$ cat src/rtl/mem_arbiter.sv
// mem_arbiter
//   Two-port arbiter/sequencer in front of a single memory interface.
//   Port 0 is instruction fetch, port 1 is load/store. One requester is granted
//   at a time; its we/addr/wdata are latched at grant and presented to memory
//   until mem_mfc arrives (or the access times out). Completion is reported with
//   a one-cycle ack pulse, plus err on timeout. All outputs are registered.
//
// Parameters
//   TIMEOUT    cycles spent in ACCESS without mem_mfc before aborting (>= 1)
//   FIXED_PRIO 0 = round-robin on ties, 1 = port 0 always wins ties
//
// Ports
//   clk, rst             clock (posedge) and asynchronous active-high reset
//   req[1:0], we[1:0]    per-port request level and write enable
//   addr[63:0]           packed addresses, port p = addr[32p+:32]
//   wdata[63:0]          packed write data, port p = wdata[32p+:32]
//   ack[1:0], err[1:0]   one-cycle completion / error pulses
//   rdata[31:0]          data of the last completed read, valid with ack
//   busy                 high whenever the sequencer is not idle
//   mem_read, mem_write  memory strobes (never both high)
//   mem_addr, mem_wdata  memory address / write data, held during the access
//   mem_rdata, mem_mfc   memory read data and function-complete level

module mem_arbiter #(
  parameter int unsigned TIMEOUT    = 255,
  parameter bit          FIXED_PRIO = 1'b0
) (
  input  logic        clk,
  input  logic        rst,
  input  logic [1:0]  req,
  input  logic [1:0]  we,
  input  logic [63:0] addr,
  input  logic [63:0] wdata,
  output logic [1:0]  ack,
  output logic [1:0]  err,
  output logic [31:0] rdata,
  output logic        busy,
  output logic        mem_read,
  output logic        mem_write,
  output logic [31:0] mem_addr,
  output logic [31:0] mem_wdata,
  input  logic [31:0] mem_rdata,
  input  logic        mem_mfc
);

  // Counter only needs to reach TIMEOUT-1.
  localparam int unsigned    CW       = (TIMEOUT < 2) ? 1 : $clog2(TIMEOUT);
  localparam logic [CW-1:0]  CNT_LAST = CW'(TIMEOUT - 1);

  typedef enum logic [1:0] {
    ST_IDLE    = 2'd0,
    ST_ACCESS  = 2'd1,
    ST_RELEASE = 2'd2
  } state_t;

  state_t         state_r, state_s;
  logic [CW-1:0]  cnt_r, cnt_s;
  logic           last_grant_r, last_grant_s;
  logic           win_r, win_s;
  logic           pick_s;
  logic [1:0]     ack_r, ack_s;
  logic [1:0]     err_r, err_s;
  logic [31:0]    rdata_r, rdata_s;
  logic           busy_r, busy_s;
  logic           mem_read_r, mem_read_s;
  logic           mem_write_r, mem_write_s;
  logic [31:0]    mem_addr_r, mem_addr_s;
  logic [31:0]    mem_wdata_r, mem_wdata_s;

  // Arbitration: single requester wins outright; ties go by policy.
  always_comb begin
    pick_s = 1'b0;
    case (req)
      2'b01: pick_s = 1'b0;
      2'b10: pick_s = 1'b1;
      2'b11: begin
        if (FIXED_PRIO) begin
          pick_s = 1'b0;
        end else begin
          pick_s = ~last_grant_r;
        end
      end
      default: pick_s = 1'b0;
    endcase
  end

  // Next-state and next-output logic for the sequencer.
  always_comb begin
    state_s      = state_r;
    cnt_s        = cnt_r;
    last_grant_s = last_grant_r;
    win_s        = win_r;
    ack_s        = 2'b00;
    err_s        = 2'b00;
    rdata_s      = rdata_r;
    mem_read_s   = mem_read_r;
    mem_write_s  = mem_write_r;
    mem_addr_s   = mem_addr_r;
    mem_wdata_s  = mem_wdata_r;

    case (state_r)
      ST_IDLE: begin
        if (|req) begin
          win_s        = pick_s;
          last_grant_s = pick_s;
          mem_read_s   = ~we[pick_s];
          mem_write_s  = we[pick_s];
          mem_addr_s   = pick_s ? addr[63:32]  : addr[31:0];
          mem_wdata_s  = pick_s ? wdata[63:32] : wdata[31:0];
          cnt_s        = {CW{1'b0}};
          state_s      = ST_ACCESS;
        end else begin
          mem_read_s  = 1'b0;
          mem_write_s = 1'b0;
        end
      end

      ST_ACCESS: begin
        // mfc is checked first so it wins on the timeout cycle.
        if (mem_mfc) begin
          ack_s = win_r ? 2'b10 : 2'b01;
          if (mem_read_r) begin
            rdata_s = mem_rdata;
          end else begin
            rdata_s = rdata_r;
          end
          mem_read_s  = 1'b0;
          mem_write_s = 1'b0;
          cnt_s       = {CW{1'b0}};
          state_s     = ST_RELEASE;
        end else if (cnt_r == CNT_LAST) begin
          ack_s       = win_r ? 2'b10 : 2'b01;
          err_s       = win_r ? 2'b10 : 2'b01;
          mem_read_s  = 1'b0;
          mem_write_s = 1'b0;
          cnt_s       = {CW{1'b0}};
          state_s     = ST_RELEASE;
        end else begin
          cnt_s = cnt_r + CW'(1);
        end
      end

      ST_RELEASE: begin
        // Wait for mfc to fall so the next access never sees a stale completion.
        mem_read_s  = 1'b0;
        mem_write_s = 1'b0;
        if (!mem_mfc) begin
          state_s = ST_IDLE;
        end else begin
          state_s = ST_RELEASE;
        end
      end

      default: begin
        mem_read_s  = 1'b0;
        mem_write_s = 1'b0;
        cnt_s       = {CW{1'b0}};
        state_s     = ST_IDLE;
      end
    endcase

    busy_s = (state_s != ST_IDLE);
  end

  // State and output registers; reset drops strobes without waiting for clk.
  always_ff @(posedge clk or posedge rst) begin
    if (rst) begin
      state_r      <= ST_IDLE;
      cnt_r        <= {CW{1'b0}};
      last_grant_r <= 1'b1;
      win_r        <= 1'b0;
      ack_r        <= 2'b00;
      err_r        <= 2'b00;
      rdata_r      <= 32'h0000_0000;
      busy_r       <= 1'b0;
      mem_read_r   <= 1'b0;
      mem_write_r  <= 1'b0;
      mem_addr_r   <= 32'h0000_0000;
      mem_wdata_r  <= 32'h0000_0000;
    end else begin
      state_r      <= state_s;
      cnt_r        <= cnt_s;
      last_grant_r <= last_grant_s;
      win_r        <= win_s;
      ack_r        <= ack_s;
      err_r        <= err_s;
      rdata_r      <= rdata_s;
      busy_r       <= busy_s;
      mem_read_r   <= mem_read_s;
      mem_write_r  <= mem_write_s;
      mem_addr_r   <= mem_addr_s;
      mem_wdata_r  <= mem_wdata_s;
    end
  end

  assign ack       = ack_r;
  assign err       = err_r;
  assign rdata     = rdata_r;
  assign busy      = busy_r;
  assign mem_read  = mem_read_r;
  assign mem_write = mem_write_r;
  assign mem_addr  = mem_addr_r;
  assign mem_wdata = mem_wdata_r;

endmodule

$ cat config.mk
export PLATFORM = sky130hd
export DESIGN_NAME = mem_arbiter
export DESIGN_NICKNAME = d
export VERILOG_FILES = /design/src/rtl/mem_arbiter.sv
export SDC_FILE = /design/constraint.sdc
export NUM_CORES = 1
export LEC_CHECK = 0
export ABC_AREA = 1
export BUFFER_PORTS_ARGS = -buffer_cell sky130_fd_sc_hd__buf_2
export CAP_MARGIN = 20
export CORE_AREA = 4 4 127 129
export CTS_CLUSTER_DIAMETER = 100
export CTS_CLUSTER_SIZE = 25
export DETAILED_ROUTE_END_ITERATION = 8
export DIE_AREA = 0 0 131 133
export HOLD_SLACK_MARGIN = 0.08
export PLACE_DENSITY = 0.66
export SLEW_MARGIN = 20
export SYNTH_ARGS = -nofsm -noshare
export SYNTH_HDL_FRONTEND = slang
export SYNTH_SLANG_ARGS = --single-unit
$ cat constraint.sdc
create_clock -name clk -period 3.7 [get_ports clk]
set_input_delay 0.74 -clock clk [delete_from_list [all_inputs] [get_ports clk]]
set_output_delay 0.74 -clock clk [all_outputs]
set_load 0.02 [all_outputs]
==> metrics.txt <==
Final period util 0.486; Crit path max-delay family buffers and inverters; Final Total Pwr around 6.3 mW; Max H-tree Level 4; VDD IR-drop max 0.373 mV; CTS buffer count 17; final std cells w/o fill approximately 1.1k; Vias about 4.9k; Buf/Inv on CP 2; final wirelength approximately 15,000 um; Fin. Hold Viols 0; DR WL/cell ~14 um; Max Slew Vio Count 0; clock group share of total power 0.245; Worst slew margin 0.324; sequential share of the synthesized area 0.553; Most Frequent Cell on Critical Path o21ai_0; RSZ-0062 raised after global routing no; main combinational cell family by area after synthesis simple AND/OR/NAND/NOR gates; Commonest cells post-synth 128 x nand2_1, 114 x dfrtp_1, 83 x nor2_1; RePlAce Congestion 0.781; async set-or-reset flop fraction in the synthesized netlist 1.00; syn_area_per_cell roughly 8.6 sq um; Yosys warnings 0; NumNets Final between 1k and 1.5k; CP Cell Sequence buf_2, nand2_1, nand2_2, inv_2, o21ai_0, o21ai_0; crit end category register; pwr dens just under 900 mW/mm^2; area leader, netlist dfrtp_1; most common cell in the netlist nand2_1; CP max stage delay 0.70 ns; area grow syn2layout 37.6%; initial antenna violation count 1; dpl hpwl 10,800 um; Adder-Cell Fraction of Synth Area 0.00481; Reg power frac 0.338; post-synthesis compound-gate area fraction 0.172; final core occ 0.477; cell row count 45; root buf cell clkbuf_16; largest net degree at the start of global routing about 120; die height 133 um; Setup crit start kind input port; final setup fails 0; type of the worst setup path in2reg; dpl cells 1,031; design area between 0.007 and 0.008 sq mm; syn nets between 700 and 800; Worst-Margin Slew between 1 and 1.5 ns; vias per std cell between 4 and 5; Period minus WS final ~1.8 ns; vias in the first global route about 5k; Int Power 3.73 mW; Residual DRC 0; placed cell area 0.00661 sq mm; Post-synth top flop dfrtp_1; Buffers on Ports approximately 270; n_diodes 0; critical path data arrival time around 2.1 ns; CTS tree yes; Post-CTS Resized 0; post-synthesis mux area share 0; synth top area cells dfrtp_1 55%, nand2_1 9.2%, o21ai_0 7.9%; ANT nets after route 0; Psw roughly 2.6 mW; Netlist cell types 25; EDFF count, synth 0; Clock Latency Late Sink 0.41 ns; Clock Skew 0.00762 ns; Yosys top cell area share 0.548; clock slew at reported path FFs 0.05 ns; synthesized area roughly 0.0052 sq mm; hold buffers post-CTS 0; First-pass DRT Iterations 4; Core Region between 0.015 and 0.02 sq mm; CTS max path bufs 2; Worst Hold Class reg2reg; I/O Pins 270; Initial DRC Count ~190; combinational share of power 0.417; CP max FO 66; setup TNS 0 ns; Setup Buffers After CTS 0; Sink Count 115; GR Overflow Total 0; fill count roughly 1.5k; die area ~0.017 sq mm; status completed; gate count after technology mapping about 600; Critical-path top delay cell inv_2; fraction of final layout cells sized beyond drive strength 1 0.381; achievable frequency between 500 and 600 MHz; Sw Share 0.413; first-pass GRT wire length about 24,000 um; GRT Util Overall 0.174; max cap viols 0; Worst EP required between 4 and 5 ns; DIE WIDTH ~130 um; XOR/XNOR share of the synthesized area 0.00168; flop and latch count out of synthesis 115; Starting Density 0.346; Simple-Gate Fraction of Synth Area 0.188; Static Leak between 3 and 4 nW
power groups by stage:
stage                     Combinational [mW]  Sequential [mW]  Clock, mW
final                                   2.64             2.15       1.56
after global routing                    2.91             2.22       1.66
after CTS                               2.70             2.15       1.60
after detailed placement                2.70             2.15          0
after global placement                  2.65             2.16          0
after floorplan                         1.15             2.80          0
metrics by stage:
step	hold WS (ns)	worst slack, ns
after floorplan	0.426	1.56
after global placement	0.452	1.50
after detailed placement	0.447	1.47
after CTS	0.463	1.88
after global routing	0.490	1.78
final	0.465	1.90
cell type report:
cell class,instances,area [sq um],area share
flip-flops and latches,115,2880,0.402
multi-input cells,405,1910,0.267
repair buffers,274,1400,0.195
clock buffers,23,478,0.0667
well taps,188,235,0.0328
inverters,49,188,0.0262
clock inverters,6,80.1,0.0112
layout by cell type, fill, tap and decap left out, types with 2 or more instances in the layout:
cell type / count
buf_2: 269
buf_4: 4
bufinv_16: 2
clkbuf_1: 3
clkbuf_16: 17
clkbuf_8: 3
clkinv_2: 4
dfrtp_1: 114
ha_1: 2
inv_1: 43
inv_2: 5
nand2_1: 127
nand2_2: 3
nand2_4: 2
nand3_1: 7
nand4_1: 7
nor2_1: 83
nor2_4: 2
nor4_1: 2
o21ai_0: 82
o21ai_1: 68
o21ai_2: 16
kinds of logic after synthesis:
group	count (synthesis)
AOI/OAI and AO/OA	167
xor gates and xnor gates	1
adders and majority gates	2
DFF	115
buffers and inverters	83
and+or+nand+nor	235
state kept, by name, indices dropped and copies added, names as in the netlist, 2 cells and up:
signal     count
mem_addr      32
mem_wdata     32
rdata         32
cnt_r          8
ack            2
err            2
state_r        2
path summary, 6_finish.rpt:
| check | slack [ns] | from | end | cells past startpoint |
|---|---|---|---|---|
| min in group asynchronous | 0.47 | rst | rdata[6]$_DFFE_PP0P_ | 3 |
| max in group asynchronous | 2.68 | rst | mem_addr[20]$_DFFE_PP0P_ | 3 |
| hold reg to reg | 0.46 | win_r$_DFFE_PP0P_ | ack[0]$_DFF_PP0_ | 1 |
| setup reg to reg | 1.96 | state_r[1]$_DFF_PP0_ | mem_addr[27]$_DFFE_PP0P_ | 6 |
| setup / recovery | 1.90 | req[0] | mem_addr[27]$_DFFE_PP0P_ | 6 |
| hold / removal | 0.46 | win_r$_DFFE_PP0P_ | ack[0]$_DFF_PP0_ | 1 |
routing by layer:
| metal | global-route usage | wire, um |
|---|---|---|
| met5 | 0 | 13 |
| met4 | 0.0691 | 316 |
| met3 | 0.0606 | 1370 |
| met2 | 0.268 | 7030 |
| met1 | 0.223 | 6500 |
(Power assumes the default switching activity.)
